===== src/rtl/gcn_sched_pkg.sv =====
// Shared types and default parameter values for the GCN job scheduler.
package gcn_sched_pkg;

    localparam int DEF_FEATURE_ROWS      = 6;
    localparam int DEF_MAX_ADDRESS_WIDTH = 2;
    localparam int DEF_ADDRESS_WIDTH     = 13;
    localparam int DEF_ID_WIDTH          = 4;
    localparam int DEF_JOB_DEPTH         = 4;
    localparam int DEF_TIMEOUT_CYCLES    = 4096;

    typedef enum logic [2:0] {
        S_IDLE,
        S_LAUNCH,
        S_RUN,
        S_ABORT,
        S_REPORT
    } sched_state_e;

    // Queue entry at the default widths; the scheduler re-declares it with its own parameters.
    typedef struct packed {
        logic [DEF_ADDRESS_WIDTH-1:0] base;
        logic [DEF_ID_WIDTH-1:0]      id;
    } job_entry_t;

endpackage


===== src/rtl/gcn_job_scheduler_if.sv =====
// Job request, GCN core control and result signals of the scheduler.
// slave is the scheduler's view, master the job source / core / consumer side.
interface gcn_job_scheduler_if
    import gcn_sched_pkg::*;
#(
    parameter int FEATURE_ROWS      = DEF_FEATURE_ROWS,
    parameter int MAX_ADDRESS_WIDTH = DEF_MAX_ADDRESS_WIDTH,
    parameter int ADDRESS_WIDTH     = DEF_ADDRESS_WIDTH,
    parameter int ID_WIDTH          = DEF_ID_WIDTH
) ();

    logic                                        job_valid;
    logic                                        job_ready;
    logic [ADDRESS_WIDTH-1:0]                    job_base;
    logic [ID_WIDTH-1:0]                         job_id;
    logic                                        gcn_start;
    logic                                        gcn_soft_reset;
    logic                                        gcn_done;
    logic [ADDRESS_WIDTH-1:0]                    gcn_read_address;
    logic [ADDRESS_WIDTH-1:0]                    mem_address;
    logic [FEATURE_ROWS-1:0][MAX_ADDRESS_WIDTH-1:0] gcn_result;
    logic                                        res_valid;
    logic                                        res_ready;
    logic [ID_WIDTH-1:0]                         res_id;
    logic [FEATURE_ROWS-1:0][MAX_ADDRESS_WIDTH-1:0] res_data;
    logic                                        res_timeout;
    logic                                        busy;

    modport slave (
        input  job_valid, job_base, job_id, gcn_done, gcn_read_address, gcn_result, res_ready,
        output job_ready, gcn_start, gcn_soft_reset, mem_address, res_valid, res_id, res_data,
               res_timeout, busy
    );

    modport master (
        output job_valid, job_base, job_id, gcn_done, gcn_read_address, gcn_result, res_ready,
        input  job_ready, gcn_start, gcn_soft_reset, mem_address, res_valid, res_id, res_data,
               res_timeout, busy
    );

endinterface


===== src/rtl/gcn_job_fifo.sv =====
// Power-of-two deep job queue; a push into a full queue is dropped even if a pop
// happens in the same cycle.
module gcn_job_fifo #(
    parameter type T     = logic [7:0],
    parameter int  DEPTH = 4
) (
    input  logic clk,
    input  logic reset,
    input  logic push,
    input  T     wdata,
    input  logic pop,
    output T     rdata,
    output logic full,
    output logic empty
);

    localparam int PW = $clog2(DEPTH);

    T             mem_q [DEPTH];
    T             mem_d [DEPTH];
    logic [PW-1:0] wr_ptr_q, wr_ptr_d;
    logic [PW-1:0] rd_ptr_q, rd_ptr_d;
    logic [PW:0]   count_q, count_d;
    logic          do_push, do_pop;

    assign full    = (count_q == (PW + 1)'(DEPTH));
    assign empty   = (count_q == '0);
    assign do_push = push && !full;
    assign do_pop  = pop && !empty;
    assign rdata   = mem_q[rd_ptr_q];

    // Pointers wrap for free because DEPTH is a power of two.
    always_comb begin
        mem_d    = mem_q;
        wr_ptr_d = wr_ptr_q;
        rd_ptr_d = rd_ptr_q;
        count_d  = count_q;
        if (do_push) begin
            mem_d[wr_ptr_q] = wdata;
            wr_ptr_d        = wr_ptr_q + 1'b1;
        end
        if (do_pop) begin
            rd_ptr_d = rd_ptr_q + 1'b1;
        end
        unique case ({do_push, do_pop})
            2'b10:   count_d = count_q + 1'b1;
            2'b01:   count_d = count_q - 1'b1;
            default: count_d = count_q;
        endcase
    end

    always_ff @(posedge clk or negedge reset) begin
        if (!reset) begin
            mem_q    <= '{default: '0};
            wr_ptr_q <= '0;
            rd_ptr_q <= '0;
            count_q  <= '0;
        end else begin
            mem_q    <= mem_d;
            wr_ptr_q <= wr_ptr_d;
            rd_ptr_q <= rd_ptr_d;
            count_q  <= count_d;
        end
    end

endmodule


===== src/rtl/gcn_job_scheduler.sv =====
// Queues GCN jobs, launches them one at a time on the core, supervises completion
// with a timeout abort, and reports each job's argmax results with its tag.
module gcn_job_scheduler
    import gcn_sched_pkg::*;
#(
    parameter int FEATURE_ROWS      = DEF_FEATURE_ROWS,
    parameter int MAX_ADDRESS_WIDTH = DEF_MAX_ADDRESS_WIDTH,
    parameter int ADDRESS_WIDTH     = DEF_ADDRESS_WIDTH,
    parameter int ID_WIDTH          = DEF_ID_WIDTH,
    parameter int JOB_DEPTH         = DEF_JOB_DEPTH,
    parameter int TIMEOUT_CYCLES    = DEF_TIMEOUT_CYCLES
) (
    input  logic                clk,
    input  logic                reset,
    gcn_job_scheduler_if.slave  bus
);

    localparam int               CNT_W    = $clog2(TIMEOUT_CYCLES + 1);
    localparam logic [CNT_W-1:0] CNT_LAST = CNT_W'(TIMEOUT_CYCLES - 1);

    typedef struct packed {
        logic [ADDRESS_WIDTH-1:0] base;
        logic [ID_WIDTH-1:0]      id;
    } job_t;

    typedef logic [FEATURE_ROWS-1:0][MAX_ADDRESS_WIDTH-1:0] result_t;

    sched_state_e             state_q, state_d;
    logic [CNT_W-1:0]         cnt_q, cnt_d;
    logic [ADDRESS_WIDTH-1:0] base_q, base_d;
    logic [ID_WIDTH-1:0]      id_q, id_d;
    logic [ID_WIDTH-1:0]      res_id_q, res_id_d;
    result_t                  res_data_q, res_data_d;
    logic                     res_timeout_q, res_timeout_d;

    logic fifo_push, fifo_pop, fifo_full, fifo_empty;
    job_t fifo_wdata, fifo_rdata;
    logic start, soft_reset, res_valid;

    assign fifo_wdata = '{base: bus.job_base, id: bus.job_id};
    assign fifo_push  = bus.job_valid && !fifo_full;

    gcn_job_fifo #(
        .T     (job_t),
        .DEPTH (JOB_DEPTH)
    ) u_fifo (
        .clk   (clk),
        .reset (reset),
        .push  (fifo_push),
        .wdata (fifo_wdata),
        .pop   (fifo_pop),
        .rdata (fifo_rdata),
        .full  (fifo_full),
        .empty (fifo_empty)
    );

    always_comb begin
        state_d       = state_q;
        cnt_d         = cnt_q;
        base_d        = base_q;
        id_d          = id_q;
        res_id_d      = res_id_q;
        res_data_d    = res_data_q;
        res_timeout_d = res_timeout_q;
        fifo_pop      = 1'b0;
        start         = 1'b0;
        soft_reset    = 1'b0;
        res_valid     = 1'b0;
        unique case (state_q)
            S_IDLE: begin
                if (!fifo_empty) state_d = S_LAUNCH;
            end
            S_LAUNCH: begin
                fifo_pop = 1'b1;
                start    = 1'b1;
                base_d   = fifo_rdata.base;
                id_d     = fifo_rdata.id;
                cnt_d    = '0;
                state_d  = S_RUN;
            end
            S_RUN: begin
                // cnt_q == 0 marks the first RUN cycle, where gcn_done may still be the previous job's level.
                if (cnt_q != '0 && bus.gcn_done) begin
                    res_data_d    = bus.gcn_result;
                    res_timeout_d = 1'b0;
                    res_id_d      = id_q;
                    state_d       = S_REPORT;
                end else if (cnt_q == CNT_LAST) begin
                    state_d = S_ABORT;
                end else begin
                    cnt_d = cnt_q + 1'b1;
                end
            end
            S_ABORT: begin
                soft_reset    = 1'b1;
                res_data_d    = '0;
                res_timeout_d = 1'b1;
                res_id_d      = id_q;
                state_d       = S_REPORT;
            end
            S_REPORT: begin
                res_valid = 1'b1;
                if (bus.res_ready) state_d = S_IDLE;
            end
            default: state_d = S_IDLE;
        endcase
    end

    always_ff @(posedge clk or negedge reset) begin
        if (!reset) begin
            state_q       <= S_IDLE;
            cnt_q         <= '0;
            base_q        <= '0;
            id_q          <= '0;
            res_id_q      <= '0;
            res_data_q    <= '0;
            res_timeout_q <= 1'b0;
        end else begin
            state_q       <= state_d;
            cnt_q         <= cnt_d;
            base_q        <= base_d;
            id_q          <= id_d;
            res_id_q      <= res_id_d;
            res_data_q    <= res_data_d;
            res_timeout_q <= res_timeout_d;
        end
    end

    assign bus.job_ready      = !fifo_full;
    assign bus.gcn_start      = start;
    assign bus.gcn_soft_reset = soft_reset;
    assign bus.mem_address    = (state_q == S_IDLE) ? bus.gcn_read_address
                                                    : base_q + bus.gcn_read_address;
    assign bus.res_valid      = res_valid;
    assign bus.res_id         = res_id_q;
    assign bus.res_data       = res_data_q;
    assign bus.res_timeout    = res_timeout_q;
    assign bus.busy           = (state_q != S_IDLE) || !fifo_empty;

endmodule


===== src/flat_wrapper.sv =====
// flat-port wrapper written by rule: the top's interface ports become plain ports
module gcn_job_scheduler_flat import gcn_sched_pkg::*;
#(
    parameter int FEATURE_ROWS      = DEF_FEATURE_ROWS,
    parameter int MAX_ADDRESS_WIDTH = DEF_MAX_ADDRESS_WIDTH,
    parameter int ADDRESS_WIDTH     = DEF_ADDRESS_WIDTH,
    parameter int ID_WIDTH          = DEF_ID_WIDTH,
    parameter int JOB_DEPTH         = DEF_JOB_DEPTH,
    parameter int TIMEOUT_CYCLES    = DEF_TIMEOUT_CYCLES
)
  (clk, reset, bus_job_valid, bus_job_base, bus_job_id, bus_gcn_done, bus_gcn_read_address, bus_gcn_result, bus_res_ready, bus_job_ready, bus_gcn_start, bus_gcn_soft_reset, bus_mem_address, bus_res_valid, bus_res_id, bus_res_data, bus_res_timeout, bus_busy);
  gcn_job_scheduler_if #(.FEATURE_ROWS(FEATURE_ROWS), .MAX_ADDRESS_WIDTH(MAX_ADDRESS_WIDTH), .ADDRESS_WIDTH(ADDRESS_WIDTH), .ID_WIDTH(ID_WIDTH)) bus_i ();
  input  logic clk;
  input  logic reset;
  input wire logic [$bits(bus_i.job_valid)-1:0] bus_job_valid;
  input wire logic [$bits(bus_i.job_base)-1:0] bus_job_base;
  input wire logic [$bits(bus_i.job_id)-1:0] bus_job_id;
  input wire logic [$bits(bus_i.gcn_done)-1:0] bus_gcn_done;
  input wire logic [$bits(bus_i.gcn_read_address)-1:0] bus_gcn_read_address;
  input wire logic [$bits(bus_i.gcn_result)-1:0] bus_gcn_result;
  input wire logic [$bits(bus_i.res_ready)-1:0] bus_res_ready;
  output wire logic [$bits(bus_i.job_ready)-1:0] bus_job_ready;
  output wire logic [$bits(bus_i.gcn_start)-1:0] bus_gcn_start;
  output wire logic [$bits(bus_i.gcn_soft_reset)-1:0] bus_gcn_soft_reset;
  output wire logic [$bits(bus_i.mem_address)-1:0] bus_mem_address;
  output wire logic [$bits(bus_i.res_valid)-1:0] bus_res_valid;
  output wire logic [$bits(bus_i.res_id)-1:0] bus_res_id;
  output wire logic [$bits(bus_i.res_data)-1:0] bus_res_data;
  output wire logic [$bits(bus_i.res_timeout)-1:0] bus_res_timeout;
  output wire logic [$bits(bus_i.busy)-1:0] bus_busy;
  assign bus_i.job_valid = bus_job_valid;
  assign bus_i.job_base = bus_job_base;
  assign bus_i.job_id = bus_job_id;
  assign bus_i.gcn_done = bus_gcn_done;
  assign bus_i.gcn_read_address = bus_gcn_read_address;
  assign bus_i.gcn_result = bus_gcn_result;
  assign bus_i.res_ready = bus_res_ready;
  assign bus_job_ready = bus_i.job_ready;
  assign bus_gcn_start = bus_i.gcn_start;
  assign bus_gcn_soft_reset = bus_i.gcn_soft_reset;
  assign bus_mem_address = bus_i.mem_address;
  assign bus_res_valid = bus_i.res_valid;
  assign bus_res_id = bus_i.res_id;
  assign bus_res_data = bus_i.res_data;
  assign bus_res_timeout = bus_i.res_timeout;
  assign bus_busy = bus_i.busy;
  gcn_job_scheduler #(.FEATURE_ROWS(FEATURE_ROWS), .MAX_ADDRESS_WIDTH(MAX_ADDRESS_WIDTH), .ADDRESS_WIDTH(ADDRESS_WIDTH), .ID_WIDTH(ID_WIDTH), .JOB_DEPTH(JOB_DEPTH), .TIMEOUT_CYCLES(TIMEOUT_CYCLES)) u_core (.clk(clk), .reset(reset), .bus(bus_i));
endmodule

===== config.mk =====
export PLATFORM = sky130hd
export DESIGN_NAME = gcn_job_scheduler_flat
export DESIGN_NICKNAME = d
export VERILOG_FILES = /design/src/rtl/gcn_sched_pkg.sv /design/src/rtl/gcn_job_scheduler_if.sv /design/src/rtl/gcn_job_fifo.sv /design/src/rtl/gcn_job_scheduler.sv /design/src/flat_wrapper.sv
export SDC_FILE = /design/constraint.sdc
export NUM_CORES = 1
export LEC_CHECK = 0
export CAP_MARGIN = 20
export CORE_MARGIN = 4
export CORE_UTILIZATION = 50
export DETAILED_ROUTE_END_ITERATION = 10
export MAX_ROUTING_LAYER = met4
export PLACE_DENSITY = 0.8
export SYNTH_ARGS = -nofsm -noshare
export SYNTH_HDL_FRONTEND = slang
export SYNTH_SLANG_ARGS = --single-unit

===== constraint.sdc =====
create_clock -name clk -period 2.39 [get_ports clk]
set_input_delay 0.3585 -clock clk [delete_from_list [all_inputs] [get_ports clk]]
set_output_delay 0.3585 -clock clk [all_outputs]
set_load 0.005 [all_outputs]

==> results.yml <==
power_and_ir_drop:
  total_power_mw: 12.4
  powerDensity_mw_per_mm2: 1430
  peakVddDrop_mv: 1.02
  p_leak_nw: 3.93
sta:
  setup_tns_ns: -2.63
  tightest_slew_ns: 0.495
  rsz0062_at_grt: "true"
  slew_violations: 0
  finalSetupViolCount: 9
  maxSlewHeadroom: 0.670
  final.setup.worst_slack_ns: -0.446
  whs_ns: 0.447
  finClkSkew_ns: 0.00974
  min_period_over_period: 1.19
  fmax_mhz: 353
  finalWorstPathRequiredPeriod_ns: 2.84
  hold_viol: 0
detailed_routing:
  drtAntennaViolNets: 0
  drt_iter0_markers: 446
  vias: 5040
  routed_via_density: 5.79
  wirelength_um: 16700
  wl_per_cell_um: 19.2
  drc_errors: 0
  drtPass1Iterations: 5
synth:
  synth_area_mm2: 0.00626
  synth_edf_count: 0
  synth.net_count: 602
  ys_types: 59
  yosysSeqAreaShare: 0.500
  netlist_instances: 534
  ys_async_sr_fraction: 1.00
  synth_seq_cells: 125
  yosys_warnings: 0
  synth-main-ff-cell: "dfrtp_1"
  syn_avg_cell_area_um2: 11.7
hold_path:
  hp-class: "input pin to asynchronous set/reset pin"
floorplan:
  ioPinCount: 82
  die_h_um: 120
  dieWidth_um: 120
  die_area_mm2: 0.0144
  core-area_mm2: 0.0121
  initial_core_util: 0.517
  rows: 40
clock_network:
  root_buffer: "clkbuf_16"
  clkSinkCount: 125
  clkSlewWorstSetupHoldPaths_ns: 0.06
  tritoncts: "done"
  clock_path_buffers: 2
  cts_buffers: 17
  htreeDepth: 4
  clk_latency_ns: 0.42
worst_setup_path:
  crit_required_ns: 2.03
  crit_fanout: 5
  critical_path_class: "register to output pin"
  reg2reg_from: "u_core.cnt_q[1]"
  end_kind: "output pin"
  rrSetupSlack_ns: 0.06
  start_kind: "register"
  ff2ff_path_depth: 9
  reg2reg_to: "u_core.cnt_q[5]"
  arrival_ns: 2.48
finish:
  diodes: 0
  num-fill-cells: 781
  ff_latch_area_mm2: 0.00313
  area_growth_syn_to_layout_pct: 38.4
  final_nets: 757
  drive_gt1_frac: 0.368
  fin_area_mm2: 0.00867
  utilization: 0.716
  multiInputGateArea_mm2: 0.00324
  final_cells: 870
placement:
  dpl_cell_area_mm2: 0.00761
  dpl.hpwl_um: 10600
  dp_cells: 814
  portBuffers: 81
  place_congestion: 0.870
  post-place-ws_ns: -1.03
global_routing:
  grt_pass1_vias: 5280
  grt_pass1_wl_um: 26300
  antenna_found_initial: 0
  track_usage: 0.238
  grt_remaining_overflow: 0
  grt_max_degree: 48
outcome:
  violations: "negative setup slack"
  status: "complete, but fails checks"
run:
  drv_cap: 0
## worst max-delay path, stage by stage, from the launching register on
cell	delay (ns)
dfrtp_1	0.40
ha_2	0.20
fa_2	0.35
a211oi_2	0.26
o21ai_2	0.14
buf_4	0.16
o21ai_2	0.16
a21oi_1	0.08
nor3_1	0.18
buf_2	0.15
## worst max-delay path by stage
stage,start,end,cells past startpoint
2_1_floorplan,bus_gcn_read_address[0],bus_mem_address[12],7
3_3_place_gp,bus_gcn_read_address[0],bus_mem_address[12],9
3_5_place_dp,bus_gcn_read_address[0],bus_mem_address[12],9
4_1_cts,u_core.base_q[7],bus_mem_address[12],8
5_1_grt,u_core.base_q[0],bus_mem_address[10],9
6_report,u_core.base_q[0],bus_mem_address[10],9
## power by group
part           leakage [nW]  total, mW  switching [mW]  internal [mW]
registers              1.54       3.71           0.640           3.07
clock network         0.296       2.61           0.996           1.61
logic                  2.09       6.07            2.74           3.33
total                  3.93       12.4            4.38           8.01
## kinds of logic (layout without fill, tap and decap cells)
family,count (synthesis),in the layout,share of synthesized area
adders and majority gates,21,21,0.0444
and+or+nand+nor,157,157,0.116
buffers and inverters,37,205,0.0238
xor gates and xnor gates,13,13,0.0182
DFF,125,125,0.500
AOI/OAI and AO/OA,90,90,0.105
muxes,91,91,0.194
## cells in the mapped netlist, drive strengths merged (3+ instances only)
master  count  area share
and2        3      0.0030
o21ai      17       0.014
mux4       17       0.061
a31o        3      0.0042
xor2        8       0.011
nor3       12      0.0096
o31ai       5      0.0082
buf         4      0.0040
xnor2       5      0.0070
nor4        3      0.0030
o221ai      4      0.0056
a211oi      3      0.0044
mux2       72        0.13
inv        15      0.0090
a21o        9       0.011
nor2       20       0.012
clkbuf     18       0.011
or3         7      0.0072
dfrtp     125        0.50
or4         4      0.0054
o21a        3      0.0036
a22o       13       0.018
o211ai      3      0.0036
a21oi      15       0.012
ha         19       0.038
nand2      85       0.051
nand3      10      0.0080
## state kept, by name, indices dropped and copies added (netlist names)
name	cells
u_core.u_fifo.mem_q	68
u_core.u_fifo.wr_ptr_q	2
u_core.base_q	13
u_core.id_q	4
u_core.bus.res_data	12
u_core.u_fifo.count_q	3
u_core.cnt_q	13
u_core.bus.res_timeout	1
u_core.u_fifo.rd_ptr_q	2
u_core.bus.res_id	4
u_core.state_q	3
## routing by layer
metal / GRT usage / up-vias / wire [um]
met2: 0.403 / 191 / 8720
met5: - / - / 0
met4: 0.0795 / 0 / 325
li1: - / 2259 / -
met1: 0.280 / 2555 / 6780
met3: 0.0570 / 35 / 921
## area by class of cell
type	count	share of cell area
clock inverter	13	0.0175
timing repair buffer	158	0.165
multi-input combinational	372	0.374
inverter	15	0.00650
sequential	125	0.361
clock buffer	19	0.0523
tap	168	0.0242
## repair_timing
| item | in CTS | in global routing |
|---|---|---|
| setup buffers | 11 | 11 |
| endpoints found under the hold margin | 34 | 0 |
| gates cloned | 1 | 0 |
| hold buffers | 1 | 0 |
| endpoints found under the setup margin | 14 | 22 |
| gates resized for setup | 83 | 32 |
| pin swaps | 29 | 27 |
## layout by cell type, fill, tap and decap left out, types with 10 or more instances in the layout
cell type / instances
a21oi_1: 12
a22o_1: 13
buf_2: 11
buf_4: 65
clkbuf_16: 17
clkdlybuf4s50_1: 61
dfrtp_1: 124
inv_1: 15
mux2_2: 72
mux4_2: 17
nand2_1: 84
nand3_1: 10
nor2_1: 18
nor3_1: 10
Power figures use the tool's default switching activity.
